$ cat config.mk
export PLATFORM = sky130hd
export DESIGN_NAME = network_host
export DESIGN_NICKNAME = d
export VERILOG_FILES = /design/src/rtl/network_host.sv
export SDC_FILE = /design/constraint.sdc
export NUM_CORES = 1
export LEC_CHECK = 0
export CAP_MARGIN = 20
export CORE_MARGIN = 1
export CORE_UTILIZATION = 40
export DETAILED_ROUTE_END_ITERATION = 16
export HOLD_SLACK_MARGIN = 0.12
export PLACE_DENSITY = 0.76
export SLEW_MARGIN = 20
export SYNTH_ARGS = -nofsm -noshare
export SYNTH_HDL_FRONTEND = slang
export SYNTH_SLANG_ARGS = --single-unit
$ cat constraint.sdc
create_clock -name clk -period 5.85 [get_ports clk]
set_input_delay 0.585 -clock clk [delete_from_list [all_inputs] [get_ports clk]]
set_output_delay 0.585 -clock clk [all_outputs]
set_load 0.05 [all_outputs]
$ cat src/rtl/network_host.sv
// network_host: host-side initiator for the stochastic-bitstream network
// controller. It takes one operand set per request and pulses start for one
// cycle. It then waits for finish, with a timeout guard, and returns the
// captured result words on a valid/ready response port.
//
// Ports:
//   clk, n_rst          clock (rising edge), async active-low reset
//   req_valid/ready     request handshake; req_data = INPUT_SIZE operand words
//   ctrl_to_net         bit0 = start (high only in START), bits7:1 = 0
//   ctrl_from_net       bit0 = finish, bits7:6 = controller state (status only)
//   net_data_in         held operand words driven to the network
//   net_data_out        network result words
//   rsp_valid/ready     response handshake; rsp_data = OUTPUT_SIZE words
//   rsp_timeout         1 = transaction aborted, rsp_data forced to 0
//   busy                state != IDLE
//   proto_err           sticky, finish observed outside WAIT
//   done_count          completed (non-timeout) transactions, wraps

// One result word: loaded on finish, cleared on timeout, held otherwise.
module network_host_rsp_lane (
  input  logic        clk,
  input  logic        n_rst,
  input  logic        i_load,
  input  logic        i_clr,
  input  logic [31:0] i_d,
  output logic [31:0] o_q
);
  logic [31:0] r_q;

  always_ff @(posedge clk or negedge n_rst) begin
    if (!n_rst)      r_q <= '0;
    else if (i_load) r_q <= i_d;
    else if (i_clr)  r_q <= '0;
  end

  assign o_q = r_q;
endmodule

module network_host #(
  parameter int INPUT_SIZE  = 2,
  parameter int OUTPUT_SIZE = 1,
  parameter int TIMEOUT     = 512
) (
  input  logic                         clk,
  input  logic                         n_rst,
  input  logic                         req_valid,
  output logic                         req_ready,
  input  logic [INPUT_SIZE-1:0][31:0]  req_data,
  output logic [7:0]                   ctrl_to_net,
  input  logic [7:0]                   ctrl_from_net,
  output logic [INPUT_SIZE-1:0][31:0]  net_data_in,
  input  logic [OUTPUT_SIZE-1:0][31:0] net_data_out,
  output logic                         rsp_valid,
  input  logic                         rsp_ready,
  output logic [OUTPUT_SIZE-1:0][31:0] rsp_data,
  output logic                         rsp_timeout,
  output logic                         busy,
  output logic                         proto_err,
  output logic [15:0]                  done_count
);
  typedef enum logic [1:0] {S_IDLE, S_START, S_WAIT, S_RESP} state_t;

  state_t                        r_state;
  logic [INPUT_SIZE-1:0][31:0]   r_opnd;
  logic [15:0]                   r_timer;
  logic                          r_rsp_valid;
  logic                          r_rsp_to;
  logic                          r_perr;
  logic [15:0]                   r_done;

  logic w_fin;
  logic w_tmo_hit;
  logic w_load;
  logic w_clr;
  // Controller status bits are informational; nothing here reacts to them.
  logic w_unused;

  assign w_fin     = ctrl_from_net[0];
  assign w_unused  = ^ctrl_from_net[7:1];
  assign w_tmo_hit = (r_timer == 16'(TIMEOUT - 1));
  // Finish takes priority over the timeout terminal count.
  assign w_load    = (r_state == S_WAIT) && w_fin;
  assign w_clr     = (r_state == S_WAIT) && !w_fin && w_tmo_hit;

  always_ff @(posedge clk or negedge n_rst) begin
    if (!n_rst) begin
      r_state     <= S_IDLE;
      r_opnd      <= '0;
      r_timer     <= '0;
      r_rsp_valid <= 1'b0;
      r_rsp_to    <= 1'b0;
      r_perr      <= 1'b0;
      r_done      <= '0;
    end else begin
      if (w_fin && (r_state != S_WAIT)) r_perr <= 1'b1;
      case (r_state)
        S_IDLE: begin
          if (req_valid) begin
            r_opnd  <= req_data;
            r_state <= S_START;
          end
        end
        S_START: begin
          r_timer <= '0;
          r_state <= S_WAIT;
        end
        S_WAIT: begin
          r_timer <= r_timer + 16'd1;
          if (w_fin) begin
            r_rsp_to    <= 1'b0;
            r_rsp_valid <= 1'b1;
            r_done      <= r_done + 16'd1;
            r_state     <= S_RESP;
          end else if (w_tmo_hit) begin
            r_rsp_to    <= 1'b1;
            r_rsp_valid <= 1'b1;
            r_state     <= S_RESP;
          end
        end
        S_RESP: begin
          if (rsp_ready) begin
            r_rsp_valid <= 1'b0;
            r_state     <= S_IDLE;
          end
        end
        default: r_state <= S_IDLE;
      endcase
    end
  end

  for (genvar g = 0; g < OUTPUT_SIZE; g++) begin : g_lane
    network_host_rsp_lane u_lane (
      .clk    (clk),
      .n_rst  (n_rst),
      .i_load (w_load),
      .i_clr  (w_clr),
      .i_d    (net_data_out[g]),
      .o_q    (rsp_data[g])
    );
  end

  assign req_ready   = (r_state == S_IDLE);
  assign busy        = (r_state != S_IDLE);
  assign ctrl_to_net = {7'b0, (r_state == S_START)};
  assign net_data_in = r_opnd;
  assign rsp_valid   = r_rsp_valid;
  assign rsp_timeout = r_rsp_to;
  assign proto_err   = r_perr;
  assign done_count  = r_done;
endmodule
### Word-level counts from Yosys, hierarchy flattened

Index checks and enable logic that the tools add are counted.

* register bits after elaboration: 133
* output and inout port bits: 125

* add/sub/neg operators: 2
* equality and inequality tests: 8
* mux-type cells: 13
* reduce and logical (&&, ||, !) cells: 16

Operators with widths (number)
* 32-bit 2-to-1 mux: 2
* 16-bit by 1-bit adder with 16-bit output (second input constant): 2
* 16-bit one-hot mux with 2 select lines: 1
* 16-bit by 9-bit == test with 1-bit output (second input constant): 1
* 2-bit nonzero test: 5
* 2-bit 2-to-1 mux: 4
* 2-bit one-hot mux with 4 select lines: 1
* 2-bit inequality test (second input constant): 3
* 2-bit AND reduction: 3
* 3-bit AND reduction: 2
* 2-bit == test (second input constant): 2
* 1-bit logical AND: 4
* 1-bit 2-to-1 mux: 4
* 3-bit inequality test (second input constant): 1
* 2-bit by 1-bit == test with 1-bit output (second input constant): 1
* 2-bit zero test: 1
* 1-bit one-hot mux with 2 select lines: 1
* 1-bit zero test: 1

### Longest topological paths before layout

* depth in word-level cells: 5
* depth in mapped cells: 8
* mapped depth without buffers: 6

### Hierarchy

Synthesis repeated with hierarchy kept, for this count alone.

* cells, all modules: 389
* area, all modules: 5432.7 um^2

By module, submodules not included
* network_host: times used 1, cells an instance 317, area an instance 4259.1 um^2, sequential area each 2527.4 um^2
* network_host_rsp_lane: times used 1, cells an instance 72, area an instance 1173.6 um^2, sequential area each 800.8 um^2

### Worst setup path after synthesis

OpenSTA, ideal clock, no wires.

* kind: register to register
* from: reg r_state[0]
* to: reg r_opnd (netlist bit net_data_in[0])
* library setup time: 0.125 ns
* arrival: 1.906 ns
* required time: 5.725 ns
* path slack: 3.819 ns
* cell stages (with the launch flop): 6
* clock period less this slack: 2.031 ns
* cells stage by stage: dfrtp_1 inv_1 ha_1 nand2_1 clkbuf_1 mux2_2

* word-level cells in the longest chain between the ends: 2

RTL lines
* from (decl): line 63 `state_t r_state;`
* from (signal assigned): line 87 `r_state <= S_IDLE;`
* from (signal assigned): line 100 `r_state <= S_START;`
* from (signal assigned): line 105 `r_state <= S_WAIT;`
* 2-bit zero test
* net req_ready: line 47 `output logic req_ready,`
* 2-bit AND reduction (no line)
* to (signal assigned): line 99 `r_opnd <= req_data;`
* to (decl): line 64 `logic [INPUT_SIZE-1:0][31:0] r_opnd;`

The timed path passes the listed nets, and every way through them passes these cells.
A chain may end at the register's enable or synchronous reset.

### Final worst setup path

* from: reg r_state[0]
* to: reg g_lane[0].u_lane.r_q[19]

* word-level cells in the longest chain between the ends: 4

RTL lines
* 2-bit == test (*): line 82, 83
* 1-bit logical AND (2 in series): line 83 `assign w_clr = (r_state == S_WAIT) && !w_fin && w_tmo_hit;`
* 2-bit nonzero test (no line)
* to (signal assigned): line 32 `else if (i_load) r_q <= i_d;`
* to (decl): line 28 `logic [31:0] r_q;`

Mark *: on every way between the ends. The rest lies on a longest branch, timed or not.

==> results.md <==
* Status: finished clean
* Initial antenna violation count at 0
* Part of the cycle the worst path needs at 0.500
* Initial Util at 0.408
* WP data arrival at 3.27 ns
* DRC violations left at 0
* Clk_skew at around 0.0066 ns
* Gr ovfl total at 0
* Critical path type: flip-flop to flip-flop
* Routability congestion estimate at 0.772
* Via density at slightly above 5
* Avg WL per Cell at 16.0 µm
* Post-route ant nets at 0
* RSZ-0062 raised after global routing: no
* Cell Pwr Density at 650 nW/µm²
* Initial DRC Count at 230
* Clk sinks at between 100 and 150
* Clock power share at 0.198
* Fmax at 342 MHz
* Leak pwr at 0.00356 µW
* Top FF cell, synth: dfrtp_1
* Async set-reset flop share out of synthesis at 1.00
* Worst-Margin Slew at slightly above 0.9 ns
* Worst IR Drop VDD at approximately 0.47 mV
* Worst-Skew Late Latency at 0.41 ns
* ANT cells at 0
* Final #Nets at just under 800
* Final Hold Violating Endpoints at 0
* Die ar. at 14,600 µm²
* Synth cell types at 43
* Total negative slack at 0 ns
* First-pass GRT wire length at 21,700 µm
* Switch share at 0.444
* Layout area overhead at 52.7%
* Final core occ at 0.623
* I/O Pins at 233
* Count of input and output buffers at 218
* Synthesized area per cell at 12.9 µm²
* HPWL after DPL at 9690 µm
* Core Rows at 43
* CTS Buffer Depth at 2
* Post-CTS setup buffer count at 0
* Logic pwr share at 0.531
* TritonRoute pass-1 iters at 4
* Post-synthesis instance area at about 5600 µm²
* Cts hold-fix bufs at 0
* Sequential fraction of the synthesis area at 0.590
* Net Sw Power at roughly 2500 µW
* Number of synthesized flops with an enable pin at 0
* Synth warn at 0
* Largest net degree at the start of global routing at 75
* Die Width at approximately 120 µm
* Final min period at 2.92 ns
* Max-cap violations at 0
* Synthesized instance count at between 400 and 500
* Seq cells post-synth at between 100 and 150
* Final max-slew violation count at 0
* Hold Crit Class: input pin to asynchronous set/reset pin
* CP Capture Type: flip-flop
* Via total after detailed routing at 4,333
* Worst-path fanout max at 47
* Core area at 13,800 µm²
* Die H at roughly 120 µm
* Final WL at 13,600 µm
* Sequential share of power at 0.271
* Slew margin rel. at 0.394
* Most frequent cells in the layout: 217 x clkdlybuf4s50_1, 133 x dfrtp_1, 64 x mux2_2, 34 x nor2b_1, 32 x a221o_1
* Critical Path RT at approximately 6.2 ns
* Final Setup Violations at 0
* P_int at 3120 µW
* Layout cell share with drive strength beyond 1 at 0.159
* Startpoint types: flip-flop
* Clock slew seen by the registers of the worst setup and hold paths at 0.06 ns
* CTS tree: yes
* TritonCTS buffer count at 17
* Commonest non-fill, non-tap cell in the layout: clkdlybuf4s50_1
* CTS H-Tree Depth at 4
* Vias in the first global route at 4,388
* Post-cts gate resize count at 0
* GR Util All Layers at 0.195
* Flop2flop setup slack at between 2 and 3 ns
* Clock root buffer: clkbuf_16
* Fillers at 1,054
[flip-flops by register name (all words and copies together), names as in the netlist]
signal             cells
done_count            16
rsp_timeout            1
r_state                2
proto_err              1
rsp_valid              1
net_data_in           64
r_timer               16
g_lane.u_lane.o_q     32
[cell families after synthesis]
group	after synthesis	synth area share
AND/OR/NAND/NOR	116	0.113
buffers and inverters	39	0.0308
flip-flops	133	0.590
multiplexers	66	0.131
adder cells (fa/ha/maj)	6	0.0133
other	1	0.000665
XOR/XNOR	22	0.0341
AO/OA/AOI/OAI	56	0.0869
[power groups by stage]
stage / sequential, µW / combinational (µW) / clock, µW
after detailed placement: 1520 / 3000 / 0
after global placement: 1510 / 2950 / 0
final: 1520 / 2980 / 1110
after floorplan: 2730 / 777 / 0
after CTS: 1520 / 3000 / 1140
after global routing: 1570 / 3120 / 1180
[cells in the mapped netlist (5+ instances only)]
cell type | number | area share
dfrtp_1 | 133 | 0.59
nand3_1 | 13 | 0.012
clkbuf_1 | 16 | 0.011
ha_1 | 6 | 0.013
nand4_1 | 8 | 0.0089
nor2b_1 | 34 | 0.038
mux2_2 | 64 | 0.13
buf_4 | 7 | 0.0093
nor4_1 | 5 | 0.0055
a221o_1 | 32 | 0.057
nor2_1 | 19 | 0.013
xor2_1 | 7 | 0.011
inv_1 | 13 | 0.0086
nor3_1 | 7 | 0.0062
nand2_1 | 18 | 0.012
xnor2_1 | 15 | 0.023
[final cells by class]
class | instances | area, µm² | share of cell area
repair buffers | 222 | 2210 | 0.256
well taps | 180 | 225 | 0.0261
clock inverters | 7 | 118 | 0.0136
inverters | 14 | 52.6 | 0.00610
flip-flops and latches | 133 | 3330 | 0.386
multi-input cells | 273 | 2170 | 0.252
clock buffers | 24 | 512 | 0.0594
[final timing paths]
check / start / endpoint / cells past startpoint
worst max-delay path: r_state[0] / g_lane[0].u_lane.o_q[19] / 6
worst min-delay path: n_rst / net_data_in[40] / 1
worst max register to register: r_state[0] / g_lane[0].u_lane.o_q[19] / 6
worst min register to register: proto_err / proto_err / 1
max in group asynchronous: n_rst / net_data_in[22] / 2
min in group clk: proto_err / proto_err / 1
[metal layers]
metal  global-route usage  part of all wire
met2                0.319              0.49
met3               0.0561             0.063
met4               0.0841             0.020
met1                0.238              0.42
met5                    0                 0
[metrics by stage]
| stage | instances | setup slack (ns) | cell area (µm²) | hold WS [ns] | total power, µW |
|---|---|---|---|---|---|
| floorplan | 445 | 3.82 | 5670 | 0.289 | 3500 |
| global placement | 822 | 3.04 | 7990 | 0.450 | 4460 |
| detailed placement | 822 | 2.93 | 7990 | 0.448 | 4520 |
| CTS | 853 | 2.90 | 8620 | 0.264 | 5660 |
| global route | 853 | 2.68 | 8620 | 0.287 | 5870 |
| finish | 853 | 2.93 | 8620 | 0.232 | 5600 |
[critical path: stages (launching register included)]
cell and delay (ns):
dfrtp_1 0.41, inv_1 0.12, ha_2 0.80, inv_1 0.33
nor2_2 0.59, buf_4 0.39, a221o_1 0.21
No activity file was read; power rests on OpenSTA's default activity.
